===== config.mk =====
export PLATFORM = sky130hd
export DESIGN_NAME = cbus_uart_bridge
export DESIGN_NICKNAME = d
export VERILOG_FILES = /design/src/rtl/cbus_uart_bridge.sv
export SDC_FILE = /design/constraint.sdc
export NUM_CORES = 1
export LEC_CHECK = 0
export BUFFER_PORTS_ARGS = -buffer_cell sky130_fd_sc_hd__buf_4
export CELL_PAD_IN_SITES_DETAIL_PLACEMENT = 1
export CELL_PAD_IN_SITES_GLOBAL_PLACEMENT = 1
export CORE_AREA = 2 2 149 151
export CTS_BUF_LIST = sky130_fd_sc_hd__clkbuf_8
export DETAILED_ROUTE_END_ITERATION = 12
export DIE_AREA = 0 0 151 153
export PLACE_DENSITY_LB_ADDON = 0.1
export SYNTH_ARGS = -nofsm -noshare
export SYNTH_HDL_FRONTEND = slang
export SYNTH_SLANG_ARGS = --single-unit

===== constraint.sdc =====
create_clock -name clock -period 4.4 [get_ports clock]
set_clock_uncertainty 0.2 [all_clocks]
set_input_delay 0.88 -clock clock [delete_from_list [all_inputs] [get_ports clock]]
set_output_delay 0.88 -clock clock [all_outputs]
set_load 0.01 [all_outputs]

===== src/rtl/cbus_uart_bridge.sv =====
// rtl/cbus_uart_bridge.sv - cbus decoder: console UART window answered locally, everything else passed to RAM
// Build option: CBUS_UART_RX_FIFO_EN adds an RXQ_DEPTH-entry receive queue behind the DATA register.
module cbus_uart_bridge #(
    parameter logic [31:0] UART_BASE = 32'h1FE0_01E0,
    parameter int unsigned UART_SIZE = 8,
    parameter int unsigned UART_LAT  = 2,
    parameter int unsigned RXQ_DEPTH = 4
) (
    input  logic        clock,
    input  logic        reset,
    input  logic        up_req_valid,
    input  logic        up_req_is_write,
    input  logic [2:0]  up_req_size,
    input  logic [31:0] up_req_addr,
    input  logic [7:0]  up_req_strobe,
    input  logic [63:0] up_req_data,
    input  logic [3:0]  up_req_len,
    input  logic [1:0]  up_req_burst,
    output logic        up_resp_ready,
    output logic        up_resp_last,
    output logic [63:0] up_resp_data,
    output logic        dn_req_valid,
    output logic        dn_req_is_write,
    output logic [2:0]  dn_req_size,
    output logic [31:0] dn_req_addr,
    output logic [7:0]  dn_req_strobe,
    output logic [63:0] dn_req_data,
    output logic [3:0]  dn_req_len,
    output logic [1:0]  dn_req_burst,
    input  logic        dn_resp_ready,
    input  logic        dn_resp_last,
    input  logic [63:0] dn_resp_data,
    output logic        uart_out_valid,
    output logic [7:0]  uart_out_ch,
    input  logic        uart_in_valid,
    input  logic [7:0]  uart_in_ch
);
    typedef enum logic [1:0] {S_IDLE, S_RAM, S_UWAIT, S_URESP} state_t;
    localparam logic [7:0] LAT_INIT = 8'(UART_LAT - 1);

    state_t      state;
    logic [7:0]  lat_cnt;
    logic [3:0]  beat;

    logic [31:0] offset;
    logic        hit;
    logic        sel_data;
    logic        sel_status;
    logic        lane_strobe;
    logic        data_read_beat0;
    logic [7:0]  wr_byte;
    logic        rx_valid;
    logic [7:0]  rx_byte;
    logic [31:0] rd_word;
    logic [63:0] rd_lanes;

    assign offset          = up_req_addr - UART_BASE;
    assign hit             = (up_req_addr >= UART_BASE) &&
                             ({1'b0, up_req_addr} < ({1'b0, UART_BASE} + 33'(UART_SIZE)));
    assign sel_data        = offset == 32'd0;
    assign sel_status      = offset == 32'd4;
    assign lane_strobe     = up_req_strobe[up_req_addr[2:0]];
    assign wr_byte         = up_req_data[{up_req_addr[2:0], 3'b000} +: 8];
    assign data_read_beat0 = (state == S_URESP) && (beat == 4'd0) && !up_req_is_write && sel_data;

`ifdef CBUS_UART_RX_FIFO_EN
    localparam int unsigned PW = $clog2(RXQ_DEPTH);

    logic [7:0]  rxq [RXQ_DEPTH];
    logic [PW:0] wr_ptr;
    logic [PW:0] rd_ptr;
    logic        rxq_empty;
    logic        rxq_full;
    logic        rxq_push;
    logic        rxq_pop;

    assign rxq_empty = wr_ptr == rd_ptr;
    assign rxq_full  = (wr_ptr - rd_ptr) == (PW + 1)'(RXQ_DEPTH);
    assign rxq_pop   = data_read_beat0 && !rxq_empty;
    // A full queue still accepts a char in the cycle its head is being popped.
    assign rxq_push  = uart_in_valid && (!rxq_full || rxq_pop);
    assign rx_valid  = !rxq_empty;
    assign rx_byte   = rxq_empty ? 8'h00 : rxq[rd_ptr[PW-1:0]];

    always_ff @(posedge clock) begin
        if (reset) begin
            wr_ptr <= '0;
            rd_ptr <= '0;
        end else begin
            if (rxq_push) begin
                rxq[wr_ptr[PW-1:0]] <= uart_in_ch;
                wr_ptr              <= wr_ptr + 1'b1;
            end
            if (rxq_pop) begin
                rd_ptr <= rd_ptr + 1'b1;
            end
        end
    end
`else
    assign rx_valid = uart_in_valid;
    assign rx_byte  = uart_in_valid ? uart_in_ch : 8'h00;
`endif

    assign rd_word  = sel_data   ? {24'h0, rx_byte} :
                      sel_status ? {30'h0, 1'b1, rx_valid} : 32'h0;
    assign rd_lanes = {32'h0, rd_word} << {up_req_addr[2:0], 3'b000};

    always_ff @(posedge clock) begin
        if (reset) begin
            state          <= S_IDLE;
            lat_cnt        <= 8'h00;
            beat           <= 4'h0;
            uart_out_valid <= 1'b0;
            uart_out_ch    <= 8'h00;
        end else begin
            uart_out_valid <= 1'b0;
            uart_out_ch    <= 8'h00;
            case (state)
                S_IDLE: begin
                    if (up_req_valid) begin
                        if (hit) begin
                            state   <= S_UWAIT;
                            lat_cnt <= LAT_INIT;
                        end else begin
                            state <= S_RAM;
                        end
                    end
                end
                S_RAM: begin
                    if (dn_resp_ready && dn_resp_last) begin
                        state <= S_IDLE;
                    end
                end
                S_UWAIT: begin
                    if (lat_cnt == 8'h00) begin
                        state <= S_URESP;
                        beat  <= 4'h0;
                        // Pulse lines up with the beat-0 response cycle.
                        if (up_req_is_write && sel_data && lane_strobe) begin
                            uart_out_valid <= 1'b1;
                            uart_out_ch    <= wr_byte;
                        end
                    end else begin
                        lat_cnt <= lat_cnt - 8'h01;
                    end
                end
                S_URESP: begin
                    if (beat == up_req_len) begin
                        state <= S_IDLE;
                    end else begin
                        beat <= beat + 4'h1;
                    end
                end
                default: state <= S_IDLE;
            endcase
        end
    end

    always_comb begin
        dn_req_valid    = 1'b0;
        dn_req_is_write = 1'b0;
        dn_req_size     = 3'h0;
        dn_req_addr     = 32'h0;
        dn_req_strobe   = 8'h0;
        dn_req_data     = 64'h0;
        dn_req_len      = 4'h0;
        dn_req_burst    = 2'h0;
        up_resp_ready   = 1'b0;
        up_resp_last    = 1'b0;
        up_resp_data    = 64'h0;
        case (state)
            S_RAM: begin
                dn_req_valid    = up_req_valid;
                dn_req_is_write = up_req_is_write;
                dn_req_size     = up_req_size;
                dn_req_addr     = up_req_addr;
                dn_req_strobe   = up_req_strobe;
                dn_req_data     = up_req_data;
                dn_req_len      = up_req_len;
                dn_req_burst    = up_req_burst;
                up_resp_ready   = dn_resp_ready;
                up_resp_last    = dn_resp_last;
                up_resp_data    = dn_resp_data;
            end
            S_URESP: begin
                up_resp_ready = 1'b1;
                up_resp_last  = beat == up_req_len;
                up_resp_data  = (beat == 4'h0 && !up_req_is_write) ? rd_lanes : 64'h0;
            end
            default: begin
            end
        endcase
    end
endmodule


==> results.json, run 1 <==
{
  "status": "finished clean",
  "power_per_cell_area_mw_per_mm2": 144,
  "worstSetupPathType": "in -> out",
  "place_congestion": 0.820,
  "syn_to_final_growth_pct": 99.1,
  "cts.clk_slew.worst_paths_ns": 0.09,
  "hold_slack_ns": 0.291,
  "reg2reg_depth": 6,
  "synth_warnings": 0,
  "synth.most_common_cell": "and2_1",
  "clock_latency_ns": 0.28,
  "ir_drop_uv": 56.0,
  "ios": 382,
  "synth.avg_cell_area_um2": 7.25,
  "layout-drive-gt1-share_pct": 52.4,
  "synth.area.top_cells": "and2_1, dfxtp_1, mux4_2",
  "r2r_slack_ns": 1.54,
  "grt_pass1_vias": 5146,
  "path_max_fanout": 11,
  "yosysUniqueCellTypes": 54,
  "postSynthCellCount": 459,
  "overflow": 0,
  "reg2reg_to": "lat_cnt[5]",
  "cap_viol_max_count": 0,
  "critPathCaptureType": "primary output",
  "finalHoldViolCount": 0,
  "fin_crit_sh_pct": 97.2,
  "cp.arrival_ns": 3.20,
  "first_iter_violations": 127,
  "dp_hpwl_um": 17500,
  "crit_end": "up_resp_data[5]",
  "async_flop_share_pct": 0,
  "period_needed_ns": 4.28,
  "antenna_found_initial": 2,
  "netlist_area_mm2": 0.00333,
  "slew_headroom_pct": 47.8,
  "port_buffers": 381,
  "ys.flop_type": "dfxtp_1",
  "start_util_pct": 15.5,
  "tightest_slew_ns": 0.781,
  "crit_start": "up_req_addr[0]",
  "row_count": 54,
  "grt_max_degree": 90,
  "cts_root_buf": "clkbuf_8",
  "start_kind": "primary input",
  "fill_cells": 2673,
  "wl_per_cell_um": 18.4,
  "yosysTopAreaCell": "and2_1",
  "htree_num_levels": 1,
  "ys_seq_area_share_pct": 13.8,
  "multiInputGateArea_mm2": 0.00271,
  "cts_sinks": 23,
  "route.detailed.drc": 0,
  "die_x_um": 151,
  "seq_area_um2": 460,
  "ctsHoldBuffers": 0,
  "die_height_um": 153,
  "layout.nets": 1024,
  "synth_top_area_share_pct": 31.6,
  "finalSetupTns_ns": 0,
  "slew_viol_final": 0,
  "dieArea_mm2": 0.0231,
  "ys_seq_elements": 23,
  "rsz0062_at_grt": "false",
  "cts_tree": "done",
  "grtUsageTotal_pct": 16.8,
  "synthTopCellsByCount": "and2_1, clkbuf_1, dfxtp_1",
  "max_freq_mhz": 234,
  "cts_buffer_depth": 2,
  "r2r-start": "lat_cnt[3]",
  "grt_pass1_wl_um": 30000,
  "numCtsBuffers": 3,
  "dr.pass1.iters": 4,
  "p_leak_nw": 3.20,
  "fin_util_pct": 30.8,
  "drtAntennaViolNets": 0,
  "vias": 4811,
  "hold_path_class": "reg -> reg",
  "viasPerCell": 4.33,
  "synth-edff-count": 0,
  "core_mm2": 0.0215,
  "cp_data_required_time_ns": 3.32,
  "synth_fp_nets": 655,
  "wl_um": 20500,
  "finalSetupViolations": 0
}
-- cell families after synthesis --
kind of cell	Yosys count	synth area share (%)
AOI/OAI and AO/OA	72	14.6
xor gates and xnor gates	9	2.37
adders and majority gates	4	1.50
buffers and inverters	44	5.30
DFF	23	13.8
muxes	14	7.60
and+or+nand+nor	293	54.8
-- sequential cells by signal, summed over array words and instances (netlist names) --
name / count
lat_cnt: 8
uart_out_ch: 8
state: 2
beat: 4
uart_out_valid: 1
-- timing repair --
item / CTS / global route
endpoints found under the hold margin: 0 / 0
pin swaps: 3 / 1
buffers inserted: 1 / 1
setup endpoints to repair: 10 / 8
resized for setup: 5 / 5
-- layer usage --
metal  GRT usage, %  wire length (um)
met1           18.4              7530
met4           3.52               316
met5              0                 0
met2           31.8             11100
met3           4.87              1460
-- worst max-delay path, cell delays in order --
cell	delay, ns
buf_4	0.11
or4_1	0.53
a2111o_1	0.34
a2111oi_2	0.28
nand4_1	0.12
or4_1	0.43
buf_6	0.17
o21ai_0	0.18
buf_4	0.15
-- report_power, final --
part | leakage [nW] | switching [mW] | internal, mW
combinational | 2.99 | 0.270 | 0.335
sequential | 0.185 | 0.00468 | 0.209
clock | 0.0269 | 0.0751 | 0.0627
total | 3.20 | 0.350 | 0.607
-- cell usage in the layout (no fill, tap or decap), drive strengths merged, types with 7 or more instances in the layout --
cell    instances
buf           399
and2          168
dfxtp          23
o21ai          22
nand2          20
nor2           18
nor3b          17
a21oi          13
o211ai         11
inv            10
nor3            9
or3             9
mux4            9
xor2            8
and3            7
nand4           7
nor4            7
-- metrics by stage --
step	std cells	worst slack [ns]	power, mW	instance area, um2
after floorplan	459	0.248	0.453	3330
after global placement	1101	-0.0175	0.827	6540
after detailed placement	1101	-0.0773	0.833	6540
after CTS	1106	0.0328	0.979	6590
after global routing	1110	0.0190	1.03	6620
final	1110	0.123	0.957	6620
-- worst min path at each step --
stage / start / to / slack (ns) / depth (start not counted)
detailed placement: lat_cnt[5] / lat_cnt[5] / 0.29 / 2
CTS: lat_cnt[5] / lat_cnt[5] / 0.30 / 2
floorplan: lat_cnt[5] / lat_cnt[5] / 0.25 / 2
global route: lat_cnt[1] / lat_cnt[1] / 0.35 / 2
global placement: lat_cnt[5] / lat_cnt[5] / 0.26 / 2
finish: lat_cnt[5] / lat_cnt[5] / 0.29 / 2
-- layout make-up --
type / count / area share [%]
Multi-Input combinational cell: 392 / 41.0
Tap cell: 280 / 5.29
Clock buffer: 3 / 0.623
Clock inverter: 1 / 0.0567
Inverter: 9 / 0.510
Antenna cell: 3 / 0.113
Timing Repair Buffer: 399 / 45.5
Sequential cell: 23 / 6.95
Note: power is estimated with default switching activity, not from simulation.
==> inputs of run 2 (changes only) <==
--- a/config.mk
+++ b/config.mk
@@ -12,6 +12,7 @@
 export CTS_BUF_LIST = sky130_fd_sc_hd__clkbuf_8
 export DETAILED_ROUTE_END_ITERATION = 12
 export DIE_AREA = 0 0 151 153
+export GPL_TIMING_DRIVEN = 0
 export PLACE_DENSITY_LB_ADDON = 0.1
 export SYNTH_ARGS = -nofsm -noshare
 export SYNTH_HDL_FRONTEND = slang
==> results.json, run 2 (synthesized netlist as in run 1, its figures left out) <==
{
  "status": "finished clean",
  "crit_chain": "buf_4 > nor4_4 > nand4_1 > buf_6 > buf_4 > o211ai_1 > o21ai_1 > or4_4 > buf_6 > buf_12 > o21ai_4 > buf_6",
  "cts_buffer_depth": 2,
  "drtAntennaViolNets": 0,
  "power_per_cell_area_mw_per_mm2": 144,
  "row_count": 54,
  "p_leak_nw": 3.22,
  "critPathCaptureType": "primary output",
  "grt_max_degree": 13,
  "worstSetupPathType": "in -> out",
  "cp_data_required_time_ns": 3.32,
  "slew_viol_final": 0,
  "port_buffers": 379,
  "cp_slowest_cell": "or4_4",
  "path_max_fanout": 7,
  "period_needed_ns": 4.30,
  "htree_num_levels": 1,
  "dieArea_mm2": 0.0231,
  "dr.pass1.iters": 4,
  "wl_um": 21300,
  "overflow": 0,
  "core_mm2": 0.0215,
  "die_x_um": 151,
  "cpMostUsedCell": "buf_6",
  "ir_drop_uv": 74.1,
  "fin_crit_sh_pct": 97.7,
  "final_common_cell": "buf_4",
  "dp_hpwl_um": 18200,
  "finalHoldViolCount": 0,
  "cts_tree": "done",
  "fill_cells": 2671,
  "tightest_slew_ns": 1.21,
  "grtUsageTotal_pct": 17.3,
  "layout.nets": 1046,
  "layout-drive-gt1-share_pct": 50.9,
  "reg_top3": "lat_cnt x8, uart_out_ch x8, beat x4",
  "dp.cells": 1118,
  "grt_pass1_wl_um": 31100,
  "cts_root_buf": "clkbuf_8",
  "hold_slack_ns": 0.312,
  "start_kind": "primary input",
  "finalSetupViolations": 0,
  "numCtsBuffers": 3,
  "grt_pass1_vias": 5372,
  "start_util_pct": 15.5,
  "final_cell_mix": "buf_4, and2_1, clkbuf_1",
  "ctsHoldBuffers": 0,
  "critical_path.top_delay_family": "simple AND/OR/NAND/NOR gates",
  "route.detailed.drc": 0,
  "antenna_found_initial": 2,
  "die_height_um": 153,
  "power_uw": 978,
  "slew_headroom_pct": 19.3,
  "clock_latency_ns": 0.27,
  "place_congestion": 0.825,
  "layout.cells.non_filler": 1131,
  "cap_viol_max_count": 0,
  "wl_per_cell_um": 18.9,
  "cts_sinks": 23,
  "viasPerCell": 4.35,
  "hold_path_class": "reg -> reg",
  "cp.arrival_ns": 3.22,
  "ios": 382,
  "syn_to_final_growth_pct": 104,
  "cts.clk_slew.worst_paths_ns": 0.09,
  "cp_num_buf_inv": 6,
  "vias": 4925,
  "max_freq_mhz": 233,
  "first_iter_violations": 140,
  "max_stage_delay_ns": 0.53
}
==> run 2: cell type report <==
type / instances / area, um2 / area share (%)
Clock inverter: 1 / 3.75 / 0.0554
Tap cell: 280 / 350 / 5.17
Timing Repair Buffer: 386 / 2910 / 43.0
Clock buffer: 3 / 41.3 / 0.610
Inverter: 9 / 33.8 / 0.499
Multi-Input combinational cell: 392 / 2800 / 41.4
Buffer: 35 / 166 / 2.46
Antenna cell: 2 / 5.00 / 0.0739
Sequential cell: 23 / 460 / 6.80
==> run 2: through the flow <==
step / area, um2 / utilization [%] / TNS (ns) / setup WS, ns
final: 6770 / 31.5 / 0 / 0.102
after global routing: 6770 / 31.5 / -0.00720 / -0.00479
after CTS: 6660 / 31.0 / 0 / 0.00359
after detailed placement: 6520 / 30.4 / -1.64 / -0.263
after global placement: 6520 / 30.4 / -1.68 / -0.272
after floorplan: 3330 / - / 0 / 0.248
==> run 2: what timing repair did <==
item / CTS / global route
buffers inserted: 4 / 2
pin swaps: 7 / 5
endpoints found under the setup margin: 10 / 10
cloned: 1 / 0
gates resized for setup: 18 / 24
==> run 2: worst paths after layout <==
check / slack (ns) / cells after the start / end / from
hold reg to reg: 0.31 / 2 / lat_cnt[2] / lat_cnt[2]
setup / recovery: 0.10 / 12 / up_resp_data[2] / up_req_addr[11]
setup reg to reg: 1.41 / 5 / uart_out_ch[3] / lat_cnt[3]
hold / removal: 0.31 / 2 / lat_cnt[2] / lat_cnt[2]
==> run 2: routing by layer <==
layer / GRT usage [%] / part of all wire, % / wire, um / vias up
met3: 5.28 / 7.9 / 1700 / 16
met2: 32.5 / 53 / 11300 / 186
met1: 19.6 / 38 / 8030 / 2338
met4: 2.14 / 1.3 / 285 / 0
li1: - / - / - / 2385
met5: 0 / 0 / 0 / -
==> run 2: power by group <==
| group | internal (mW) | switching (mW) | total, mW | leakage [nW] |
|---|---|---|---|---|
| clock network | 0.0627 | 0.0767 | 0.139 | 0.0269 |
| logic | 0.337 | 0.290 | 0.628 | 3.01 |
| registers | 0.209 | 0.00217 | 0.211 | 0.185 |
==> run 2: worst reg2reg max path, delay by kind of cell, from the launching register on <==
kind	cells	cell delay [ns]
simple gates	4	1.80
flops	1	0.36
compound gates	1	0.56
==> inputs of run 3 (changes only) <==
--- a/config.mk
+++ b/config.mk
@@ -5,13 +5,13 @@
 export SDC_FILE = /design/constraint.sdc
 export NUM_CORES = 1
 export LEC_CHECK = 0
-export BUFFER_PORTS_ARGS = -buffer_cell sky130_fd_sc_hd__buf_4
 export CELL_PAD_IN_SITES_DETAIL_PLACEMENT = 1
 export CELL_PAD_IN_SITES_GLOBAL_PLACEMENT = 1
 export CORE_AREA = 2 2 149 151
 export CTS_BUF_LIST = sky130_fd_sc_hd__clkbuf_8
 export DETAILED_ROUTE_END_ITERATION = 12
 export DIE_AREA = 0 0 151 153
+export DONT_BUFFER_PORTS = 1
 export GPL_TIMING_DRIVEN = 0
 export PLACE_DENSITY_LB_ADDON = 0.1
 export SYNTH_ARGS = -nofsm -noshare
==> results.json, run 3 (synthesized netlist as in run 1, its figures left out) <==
{
  "start_util_pct": 15.5,
  "layout.cells.non_filler": 749,
  "hold_slack_ns": 0.289,
  "htree_num_levels": 1,
  "final_cell_mix": "and2_1, clkbuf_1, dfxtp_1",
  "pwr-share-seq_pct": 31.4,
  "overflow": 0,
  "ios": 382,
  "first_iter_violations": 107,
  "rsz0062_at_grt": "false",
  "clock_latency_ns": 0.29,
  "core_mm2": 0.0215,
  "intPower_uw": 375,
  "cp.arrival_ns": 3.26,
  "p_leak_nw": 1.25,
  "cts_root_buf": "clkbuf_8",
  "fin_util_pct": 17.8,
  "finalSetupViolations": 0,
  "max_freq_mhz": 230,
  "status": "finished clean",
  "path_max_fanout": 10,
  "start_kind": "primary input",
  "worstSetupPathType": "in -> out",
  "ir_drop_uv": 97.1,
  "power_per_cell_area_mw_per_mm2": 176,
  "cts_buffer_depth": 2,
  "reg_top3": "lat_cnt x8, uart_out_ch x8, beat x4",
  "cts.clk_slew.worst_paths_ns": 0.11,
  "layout.nets": 661,
  "design_area_mm2": 0.00382,
  "r2r-start": "lat_cnt[3]",
  "crit_chain": "or4_1 > a2111o_1 > a2111oi_4 > nand4_1 > or4_4 > buf_6 > buf_6 > o21ai_4",
  "cp_slowest_cell": "or4_1",
  "p_comb_share_pct": 46.5,
  "route.detailed.drc": 0,
  "hold_path_class": "reg -> reg",
  "cpMostUsedCell": "buf_6",
  "vias": 3543,
  "grt_pass1_vias": 3681,
  "fill_cells": 2636,
  "syn_to_final_growth_pct": 14.7,
  "ctsHoldBuffers": 0,
  "fin_ws_ns": 0.0572,
  "numCtsBuffers": 3,
  "hp-start": "lat_cnt[5]",
  "power_uw": 673,
  "dp.cells": 739,
  "port_buffers": 0,
  "wl_per_cell_um": 24.4,
  "hold_end": "lat_cnt[5]",
  "finalHoldViolCount": 0,
  "dr.pass1.iters": 4,
  "die_x_um": 151,
  "period_needed_ns": 4.34,
  "tightest_slew_ns": 1.38,
  "layout-drive-gt1-share_pct": 9.70,
  "max_stage_delay_ns": 0.52,
  "cap_viol_max_count": 0,
  "swShare_pct": 44.3,
  "drtAntennaViolNets": 0,
  "viasPerCell": 4.73,
  "wl_um": 18300,
  "cp_num_buf_inv": 2,
  "die_height_um": 153,
  "cp_data_required_time_ns": 3.32,
  "final_common_cell": "and2_1",
  "reg2reg_depth": 5,
  "finalSetupTns_ns": 0,
  "slew_headroom_pct": 7.59,
  "grtUsageTotal_pct": 14.7,
  "cts_tree": "done",
  "placed_cell_area_mm2": 0.00368,
  "netSwitchingPower_uw": 298,
  "critical_path.top_delay_family": "simple AND/OR/NAND/NOR gates",
  "dp_slack_ns": -0.475,
  "dp_hpwl_um": 15200,
  "grt_max_degree": 14,
  "dieArea_mm2": 0.0231,
  "critPathCaptureType": "primary output",
  "row_count": 54,
  "antenna_found_initial": 4,
  "grt_pass1_wl_um": 25400,
  "r2r_slack_ns": 1.21,
  "reg2reg_to": "uart_out_ch[0]",
  "place_congestion": 0.819,
  "slew_viol_final": 0,
  "clkPwrFrac_pct": 22.1,
  "cts_sinks": 23,
  "fin_crit_sh_pct": 98.7,
  "holdPathStages": 2
}
[run 3: layout make-up]
class	count	area, um2	area share (%)
clock inverter	1	5.00	0.131
inverter	9	33.8	0.885
tap	280	350	9.18
clock buffer	3	41.3	1.08
multi-input combinational	392	2750	72.2
buffer	35	151	3.97
sequential	23	460	12.1
antenna	5	12.5	0.328
timing repair buffer	1	7.51	0.197
[run 3: what timing repair did]
action | in CTS | in global routing
buffers inserted | 1 | 0
cloned | 0 | 0
pin swaps | 2 | 4
endpoints found under the setup margin | 10 | 10
gates resized for setup | 15 | 10
[run 3: layer usage]
metal / track usage [%] / vias to the layer above / part of all wire [%]
li1: - / 1618 / -
met1: 18.5 / 1730 / 42
met2: 26.3 / 189 / 51
met3: 3.52 / 6 / 6.3
met4: 0.846 / 0 / 0.56
met5: 0 / - / 0
[run 3: how the worst max path moves through the flow]
| stage | startpoint | endpoint | slack (ns) | cells after the start |
|---|---|---|---|---|
| 6_report | up_req_addr[0] | up_resp_data[2] | 0.06 | 8 |
| 5_1_grt | up_req_addr[0] | up_resp_data[2] | 0.0001 | 8 |
| 4_1_cts | up_req_addr[0] | up_resp_data[2] | 0.03 | 8 |
| 3_5_place_dp | up_req_addr[9] | up_resp_data[3] | -0.47 | 8 |
| 3_3_place_gp | up_req_addr[9] | up_resp_data[3] | -0.50 | 8 |
| 2_1_floorplan | up_req_addr[0] | up_resp_data[2] | 0.25 | 8 |
[run 3: worst register-to-register path: stages (launching register included)]
cell and delay (ns):
dfxtp_1 0.36, or4_1 0.59, or3_1 0.43, nor4_1 0.52, o211ai_1 0.66, nor3b_2 0.33
[run 3: power groups by stage]
stage	Clock [mW]	Combinational, mW	Sequential [mW]
after global routing	0.163	0.344	0.212
final	0.149	0.313	0.211
after detailed placement	0	0.316	0.216
after floorplan	0	0.238	0.215
after global placement	0	0.317	0.216
after CTS	0.158	0.320	0.212
